$ cat config.mk
export PLATFORM = sky130hd
export DESIGN_NAME = string_packer_flat
export DESIGN_NICKNAME = d
export VERILOG_FILES = /design/src/rtl/string_packer_if.sv /design/src/rtl/string_packer.sv /design/src/flat_wrapper.sv
export SDC_FILE = /design/constraint.sdc
export NUM_CORES = 1
export LEC_CHECK = 0
export CAP_MARGIN = 30
export CORE_UTILIZATION = 52
export DETAILED_ROUTE_END_ITERATION = 10
export PLACE_DENSITY_LB_ADDON = 0.05
export SKIP_LAST_GASP = 1
export SYNTH_ARGS = -nofsm -noshare
export SYNTH_HDL_FRONTEND = slang
export SYNTH_SLANG_ARGS = --single-unit
$ cat constraint.sdc
create_clock -name clk -period 4.25 [get_ports clk]
set_input_delay 0.85 -clock clk [delete_from_list [all_inputs] [get_ports clk]]
set_output_delay 0.85 -clock clk [all_outputs]
set_load 0.005 [all_outputs]
$ cat src/rtl/string_packer_if.sv
// Character-in / string-out bundle between a character source, the packer and a string consumer.
// Latency: none, wires only.
// Backpressure: char_ready and out_ready are carried here; the packer drives the slave side.
interface string_packer_if #(
  parameter int CHAR_W    = 8,
  parameter int NUM_CHARS = 8,
  parameter int LEN_W     = 4
);
  logic [CHAR_W-1:0]           char_in;
  logic                        char_valid;
  logic                        char_ready;
  logic                        abort;
  logic [NUM_CHARS*CHAR_W-1:0] string_out;
  logic [LEN_W-1:0]            length_out;
  logic                        out_valid;
  logic                        out_ready;

  // Character source and string consumer side.
  modport master (
    output char_in, char_valid, abort, out_ready,
    input  char_ready, string_out, length_out, out_valid
  );

  // Packer side.
  modport slave (
    input  char_in, char_valid, abort, out_ready,
    output char_ready, string_out, length_out, out_valid
  );
endinterface

$ cat src/rtl/string_packer.sv
// Packs a valid/ready character stream into a zero-padded NUL-terminated string plus its length.
// Latency: out_valid rises the cycle after the terminating accept (NUL or last free byte).
// Backpressure: char_ready is low while a finished string waits; a new character is taken one cycle after the string leaves.
module string_packer #(
  parameter int CHAR_W    = 8,
  parameter int NUM_CHARS = 8,
  parameter int LEN_W     = 4
) (
  input logic           clk,
  input logic           rst_n,
  string_packer_if.slave bus
);
  localparam int IDX_W = (NUM_CHARS > 1) ? $clog2(NUM_CHARS) : 1;

  typedef enum logic {
    COLLECT = 1'b0,
    DONE    = 1'b1
  } state_t;

  state_t                           state;
  logic [NUM_CHARS-1:0][CHAR_W-1:0] buf_q;
  logic [LEN_W-1:0]                 count;
  logic [IDX_W-1:0]                 wr_idx;

  // count only reaches NUM_CHARS in DONE, where no write happens, so the low bits index safely.
  assign wr_idx = count[IDX_W-1:0];

  // Collect characters, close on NUL or full buffer, hold until the consumer takes the string.
  always_ff @(posedge clk or negedge rst_n) begin
    if (!rst_n) begin
      state <= COLLECT;
      count <= '0;
      buf_q <= '0;
    end else if (bus.abort) begin
      // Flush wins over any accept or output handshake in the same cycle.
      state <= COLLECT;
      count <= '0;
      buf_q <= '0;
    end else begin
      case (state)
        COLLECT: begin
          if (bus.char_valid) begin
            if (bus.char_in == '0) begin
              // NUL terminates without being stored; bytes above count stay zero.
              state <= DONE;
            end else begin
              buf_q[wr_idx] <= bus.char_in;
              count         <= count + LEN_W'(1);
              if (count == LEN_W'(NUM_CHARS - 1)) begin
                state <= DONE;
              end
            end
          end
        end
        DONE: begin
          if (bus.out_ready) begin
            state <= COLLECT;
            count <= '0;
            buf_q <= '0;
          end
        end
        default: begin
          state <= COLLECT;
          count <= '0;
          buf_q <= '0;
        end
      endcase
    end
  end

  assign bus.char_ready = (state == COLLECT);
  assign bus.out_valid  = (state == DONE);
  assign bus.string_out = buf_q;
  assign bus.length_out = count;
endmodule
$ cat src/flat_wrapper.sv
// flat-port wrapper written by rule: the top's interface ports become plain ports
module string_packer_flat 
#(
  parameter int CHAR_W    = 8,
  parameter int NUM_CHARS = 8,
  parameter int LEN_W     = 4
)
  (clk, rst_n, bus_char_in, bus_char_valid, bus_abort, bus_out_ready, bus_char_ready, bus_string_out, bus_length_out, bus_out_valid);
  string_packer_if #(.CHAR_W(CHAR_W), .NUM_CHARS(NUM_CHARS), .LEN_W(LEN_W)) bus_i ();
  input logic clk;
  input logic rst_n;
  input wire logic [$bits(bus_i.char_in)-1:0] bus_char_in;
  input wire logic [$bits(bus_i.char_valid)-1:0] bus_char_valid;
  input wire logic [$bits(bus_i.abort)-1:0] bus_abort;
  input wire logic [$bits(bus_i.out_ready)-1:0] bus_out_ready;
  output wire logic [$bits(bus_i.char_ready)-1:0] bus_char_ready;
  output wire logic [$bits(bus_i.string_out)-1:0] bus_string_out;
  output wire logic [$bits(bus_i.length_out)-1:0] bus_length_out;
  output wire logic [$bits(bus_i.out_valid)-1:0] bus_out_valid;
  assign bus_i.char_in = bus_char_in;
  assign bus_i.char_valid = bus_char_valid;
  assign bus_i.abort = bus_abort;
  assign bus_i.out_ready = bus_out_ready;
  assign bus_char_ready = bus_i.char_ready;
  assign bus_string_out = bus_i.string_out;
  assign bus_length_out = bus_i.length_out;
  assign bus_out_valid = bus_i.out_valid;
  string_packer #(.CHAR_W(CHAR_W), .NUM_CHARS(NUM_CHARS), .LEN_W(LEN_W)) u_core (.clk(clk), .rst_n(rst_n), .bus(bus_i));
endmodule
; ---- After elaboration in Yosys (flattened, before gate mapping)
; Cells that the tools add are included.
[word_totals]
reg_bits = 69
in_bits = 13
output_inout_bits = 70
[classes]
n_addsub = 1
magnitude_cmp = 2
eq_ne = 4
muxes = 19
bitwise = 1
reduce_logical = 3
[op_table]
columns = cell, n
row1 = $mux W64, 4
row2 = $pmux W64 S2, 1
row3 = $bwmux W64, 1
row4 = $demux W8 S3, 1
row5 = $mux W4, 4
row6 = $ne A3 B3 Y1 const B, 3
row7 = $logic_not A8 Y1, 1
row8 = $mux W8, 1
row9 = $pmux W4 S2, 1
row10 = $mux W1, 5
row11 = $add A4 B1 Y4 const B, 1
row12 = $eq A4 B3 Y1 const B, 1
row13 = $lt A3 B4 Y1 const B, 1
row14 = $ge A3 B1 Y1 const B, 1
row15 = $reduce_and A3 Y1, 1
row16 = $pmux W1 S2, 1
row17 = $logic_and A1 B1 Y1, 1
row18 = $not A1 Y1, 1

; ---- Logic depth before layout (Yosys ltp)
[logic_depth]
ltp_word = 9
mapped_depth = 5
ltp_nobuf = 4

; ---- Least setup slack after synthesis
; No wires, ideal clock.
[synth_timing]
kind = input-to-reg
start = input bus_char_in[3]
end = register u_core.buf_q (netlist bit u_core.bus.string_out[16])
t_arrival_ns = 1.908
t_required_ns = 4.088
slack_ns = 2.180
path_stages = 4
path_buffers = 1
cell_sequence = or4_1 -> buf_4 -> o2111ai_4 -> o22ai_1
[synth_between]
elab_chain_cells = 3
[synth_lines]
columns = item, line
row1 = start: declaration, flat_wrapper.sv:12  ; input wire logic [$bits(bus_i.char_in)-1:0] bus_char_in;
row2 = $logic_not A8 Y1, string_packer.sv:43  ; if (bus.char_in == '0) begin
row3 = $ne A3 B3 Y1 (no source line), n/a
row4 = $reduce_and A3 Y1 (no source line), n/a
row5 = end signal: indexed assignment, string_packer.sv:47  ; buf_q[wr_idx] <= bus.char_in;
row6 = end: declaration, string_packer.sv:21  ; logic [NUM_CHARS-1:0][CHAR_W-1:0] buf_q;
; No other way between the ends.
; A chain may end at the register's enable or synchronous reset.

; ---- Final worst setup path
[layout_timing]
start = input bus_char_valid
end = register u_core.buf_q (netlist bit u_core.bus.string_out[10])
[layout_between]
elab_chain_cells = 2
[layout_lines]
columns = item, line
row1 = start: declaration, flat_wrapper.sv:13  ; input wire logic [$bits(bus_i.char_valid)-1:0] bus_char_valid;
row2 = $ne A3 B3 Y1 (no source line), n/a
row3 = $reduce_and A3 Y1 (no source line), n/a
; No other way between the ends.

==> impl_table.tex <==
\begin{tabular}{lr}
\hline
Metric & Value \\
\hline
\multicolumn{2}{l}{\textbf{Run status}} \\
\quad Run status & complete, no violations \\
\multicolumn{2}{l}{\textbf{Synth}} \\
\quad Syn\_area\_per\_cell & between 10 and 15 µm² \\
\quad Post-synthesis instance area & slightly above 3000 µm² \\
\quad Flop and latch count out of synthesis & 69 \\
\quad Area share of the largest cell type after synthesis & 57.0\% \\
\quad Number of nets produced by synthesis & 294 \\
\quad Share of synthesized flip-flops with an asynchronous set or reset & 100\% \\
\quad Synth area leaders & dfrtp\_1 57\%, o22ai\_1 12\%, nand2\_1 9.1\% \\
\quad Cells after Synth & 280 \\
\quad Commonest cells in the netlist & 73 x nand2\_1, 69 x dfrtp\_1, 59 x o22ai\_1 \\
\quad EDFF count, synth & 0 \\
\quad Distinct cells, synth & 35 \\
\quad Sequential-to-total area share from yosys stat & 57.0\% \\
\quad Most numerous cell in the Yosys netlist & nand2\_1 \\
\quad Yosys warns & 0 \\
\quad Largest area contributor in the netlist & dfrtp\_1 \\
\quad Main flop type after synthesis & dfrtp\_1 \\
\multicolumn{2}{l}{\textbf{Route}} \\
\quad Routed length on met2 & around 3800 µm \\
\quad Total length of routed met3 wires & 616 µm \\
\quad Topmost layer with routed signal wires & met4 \\
\quad \# DRC & 0 \\
\quad Iteration count of the initial detailed-routing pass & 6 \\
\quad Routed wire per std cell & 19.2 µm \\
\quad Via Count & between 2k and 3k \\
\quad Met1 WL & approximately 3600 µm \\
\quad DRT Wirelength & between 8000 and 9000 µm \\
\quad Antenna violation net count after detailed routing & 0 \\
\quad Number of DRC violations after detailed-routing iteration 0 & 213 \\
\quad Average via count per standard cell & 6.14 \\
\multicolumn{2}{l}{\textbf{Global routing}} \\
\quad Antenna violations before repair & 0 \\
\quad First-pass GRT wire length & 13,200 µm \\
\quad Via count of the first global-routing pass & 2,498 \\
\quad Maximum number of pins on one net before global-route repair & between 60 and 70 \\
\quad Total global routing overflow & 0 \\
\quad All-Layer GR Usage & between 20 and 30\% \\
\multicolumn{2}{l}{\textbf{Setup path}} \\
\quad Kind of critical path & input port to flip-flop \\
\quad Maximum net fanout on the critical path & 17 \\
\quad Crit. End Element & flip-flop \\
\quad WP buf/inv & 1 \\
\quad CP Depth & 4 \\
\quad Launching point of the worst reg2reg path & u\_core.bus.length\_out[1] \\
\quad Largest stage delay on the critical path & approximately 770 ps \\
\quad Critical path's slowest cell & nor3b\_2 \\
\quad Cell depth of the worst flop-to-flop path & 3 \\
\quad Signal arrival time at the worst endpoint & 3160 ps \\
\quad Worst-path cell chain & clkdlybuf4s50\_1 > nor3b\_2 > nand2\_1 > o22ai\_1 \\
\quad End of the critical path & u\_core.bus.string\_out[10] \\
\quad Crit path max-delay family & simple AND/OR/NAND/NOR gates \\
\quad Critical R2R Capture & u\_core.bus.string\_out[36] \\
\quad Slack of the worst reg-to-reg path & 2020 ps \\
\quad CP Launch Type & input port \\
\quad Critical path required time & 4500 ps \\
\quad Timing startpoint of the critical path & bus\_char\_valid \\
\multicolumn{2}{l}{\textbf{Die}} \\
\quad Count of pins on the block boundary & just over 80 \\
\quad Die boundary width & 78.3 µm \\
\quad DIE AREA & between 6000 and 7000 µm² \\
\quad FP Rows & 27 \\
\quad Core region area & 5570 µm² \\
\quad Starting density of the core & 54.3\% \\
\quad Chip Height & 78.3 µm \\
\multicolumn{2}{l}{\textbf{Timing}} \\
\quad RSZ-0062 raised after global routing & no \\
\quad Number of setup violations in the final report & 0 \\
\quad Setup skew after layout & 7.06 ps \\
\quad Actual slew at the worst max-slew pin & $\sim$1000 ps \\
\quad Worst Setup Slack, final & 1340 ps \\
\quad Final critical-path share of the clock period & 68.5\% \\
\quad Total negative setup slack & 0 ps \\
\quad Worst max-slew margin expressed relative to the limit & 30.5\% \\
\quad Count of final hold-check violations & 0 \\
\quad Max-slew violations & 0 \\
\quad Minimum hold slack & 420 ps \\
\quad Post-route minimum period & 2910 ps \\
\quad Fmax achieved & 343 MHz \\
\multicolumn{2}{l}{\textbf{Clock tree}} \\
\quad Number of buffers on the longest clock path & 2 \\
\quad Buffer count from post-CTS setup fixing & 0 \\
\quad CTS-repair resized insts & 0 \\
\quad CTS root buf & clkbuf\_8 \\
\quad CTS sink count & 69 \\
\quad Clock latency at the later pin of the worst-skew pair & 340 ps \\
\quad Clock buffer count from CTS & 9 \\
\quad Number of hold buffers added after cts & 0 \\
\quad Number of H-tree levels & 3 \\
\quad Clock slew seen by the registers of the worst setup and hold paths & 70 ps \\
\quad Clock tree from TritonCTS & built \\
\multicolumn{2}{l}{\textbf{Layout}} \\
\quad Final cell utilization of the core & 73.0\% \\
\quad Diodes inserted & 0 \\
\quad Count of filler cells inserted in the layout & 391 \\
\quad Area used by multi-input combinational logic & 1210 µm² \\
\quad Layout area overhead & 34.4\% \\
\quad Register cell area after layout & 1730 µm² \\
\quad Layout Nets & 372 \\
\quad Non-Filler Instances & 435 \\
\quad Layout cell share with drive strength beyond 1 & under 10\% \\
\multicolumn{2}{l}{\textbf{Job}} \\
\quad Number of max-cap violations & 0 \\
\multicolumn{2}{l}{\textbf{Place}} \\
\quad Half-perimeter wire length after detailed placement & 5340 µm \\
\quad Worst Setup Slack post-DPL & 1060 ps \\
\quad Routability cong. & $\sim$0.8 \\
\quad Number of placed instances, taps included & 419 \\
\quad Port bufs & between 80 and 90 \\
\multicolumn{2}{l}{\textbf{Min path}} \\
\quad Min-Delay Path Class & input port to async pin \\
\multicolumn{2}{l}{\textbf{Pwr}} \\
\quad Peak supply drop & 0.250 mV \\
\quad Power per unit of standard cell area & 319 nW/µm² \\
\quad Leakage Power & 1.59 nW \\
\hline
\end{tabular}
==> worst min-delay path by stage <==
stage          depth (start not counted)                      from                  endpoint
5_1_grt                                1                     rst_n  u_core.bus.length_out[0]
4_1_cts                                1                     rst_n  u_core.bus.length_out[0]
3_3_place_gp                           1  u_core.bus.length_out[3]  u_core.bus.length_out[3]
3_5_place_dp                           1  u_core.bus.length_out[3]  u_core.bus.length_out[3]
6_report                               1                     rst_n  u_core.bus.length_out[0]
2_1_floorplan                          1  u_core.bus.length_out[3]  u_core.bus.length_out[3]
==> layout by cell type, fill, tap and decap left out, drive strengths merged, types with 4 or more instances in the layout <==
cell,count
buf,4
o21ai,7
inv,4
dfrtp,69
nand3,4
a211oi,10
clkbuf,15
a32o,4
nand2,73
clkdlybuf4s50,81
o22ai,59
==> sequential cells by signal, summed over array words and instances, names as in the netlist <==
signal	count
u_core.bus.length_out	4
u_core.bus.out_valid	1
u_core.bus.string_out	64
==> layer usage <==
| layer | vias up | global-route usage (%) |
|---|---|---|
| met4 | 0 | 15.2 |
| met1 | 1322 | 40.3 |
| li1 | 1207 | - |
| met3 | 17 | 6.98 |
| met5 | - | 0 |
| met2 | 127 | 42.7 |
==> kinds of logic after synthesis <==
logic type	synth area share, %
compound gates	23.6
flops	57.0
fa+ha+maj	0.413
simple gates	15.6
buf+inv	3.35
==> report_power, final <==
group	leakage (nW)	internal (mW)	switching [mW]
Combinational	0.545	0.0527	0.0774
Sequential	0.957	0.669	0.0157
Clock	0.0877	0.244	0.237
Total	1.59	0.966	0.330
==> layout make-up <==
cell class | instances | area share (%)
inverters | 4 | 0.369
clock buffers | 15 | 4.09
repair buffers | 85 | 20.9
clock inverters | 1 | 0.123
well taps | 72 | 2.21
multi-input cells | 189 | 29.9
flip-flops and latches | 69 | 42.4
==> stage by stage <==
| step | power, mW | area, µm² |
|---|---|---|
| after global placement | 0.823 | 3880 |
| after detailed placement | 0.827 | 3900 |
| final | 1.30 | 4070 |
| after CTS | 1.30 | 4070 |
| after global routing | 1.34 | 4070 |
| after floorplan | 0.752 | 3030 |
Note: power is estimated with default switching activity, not from simulation.
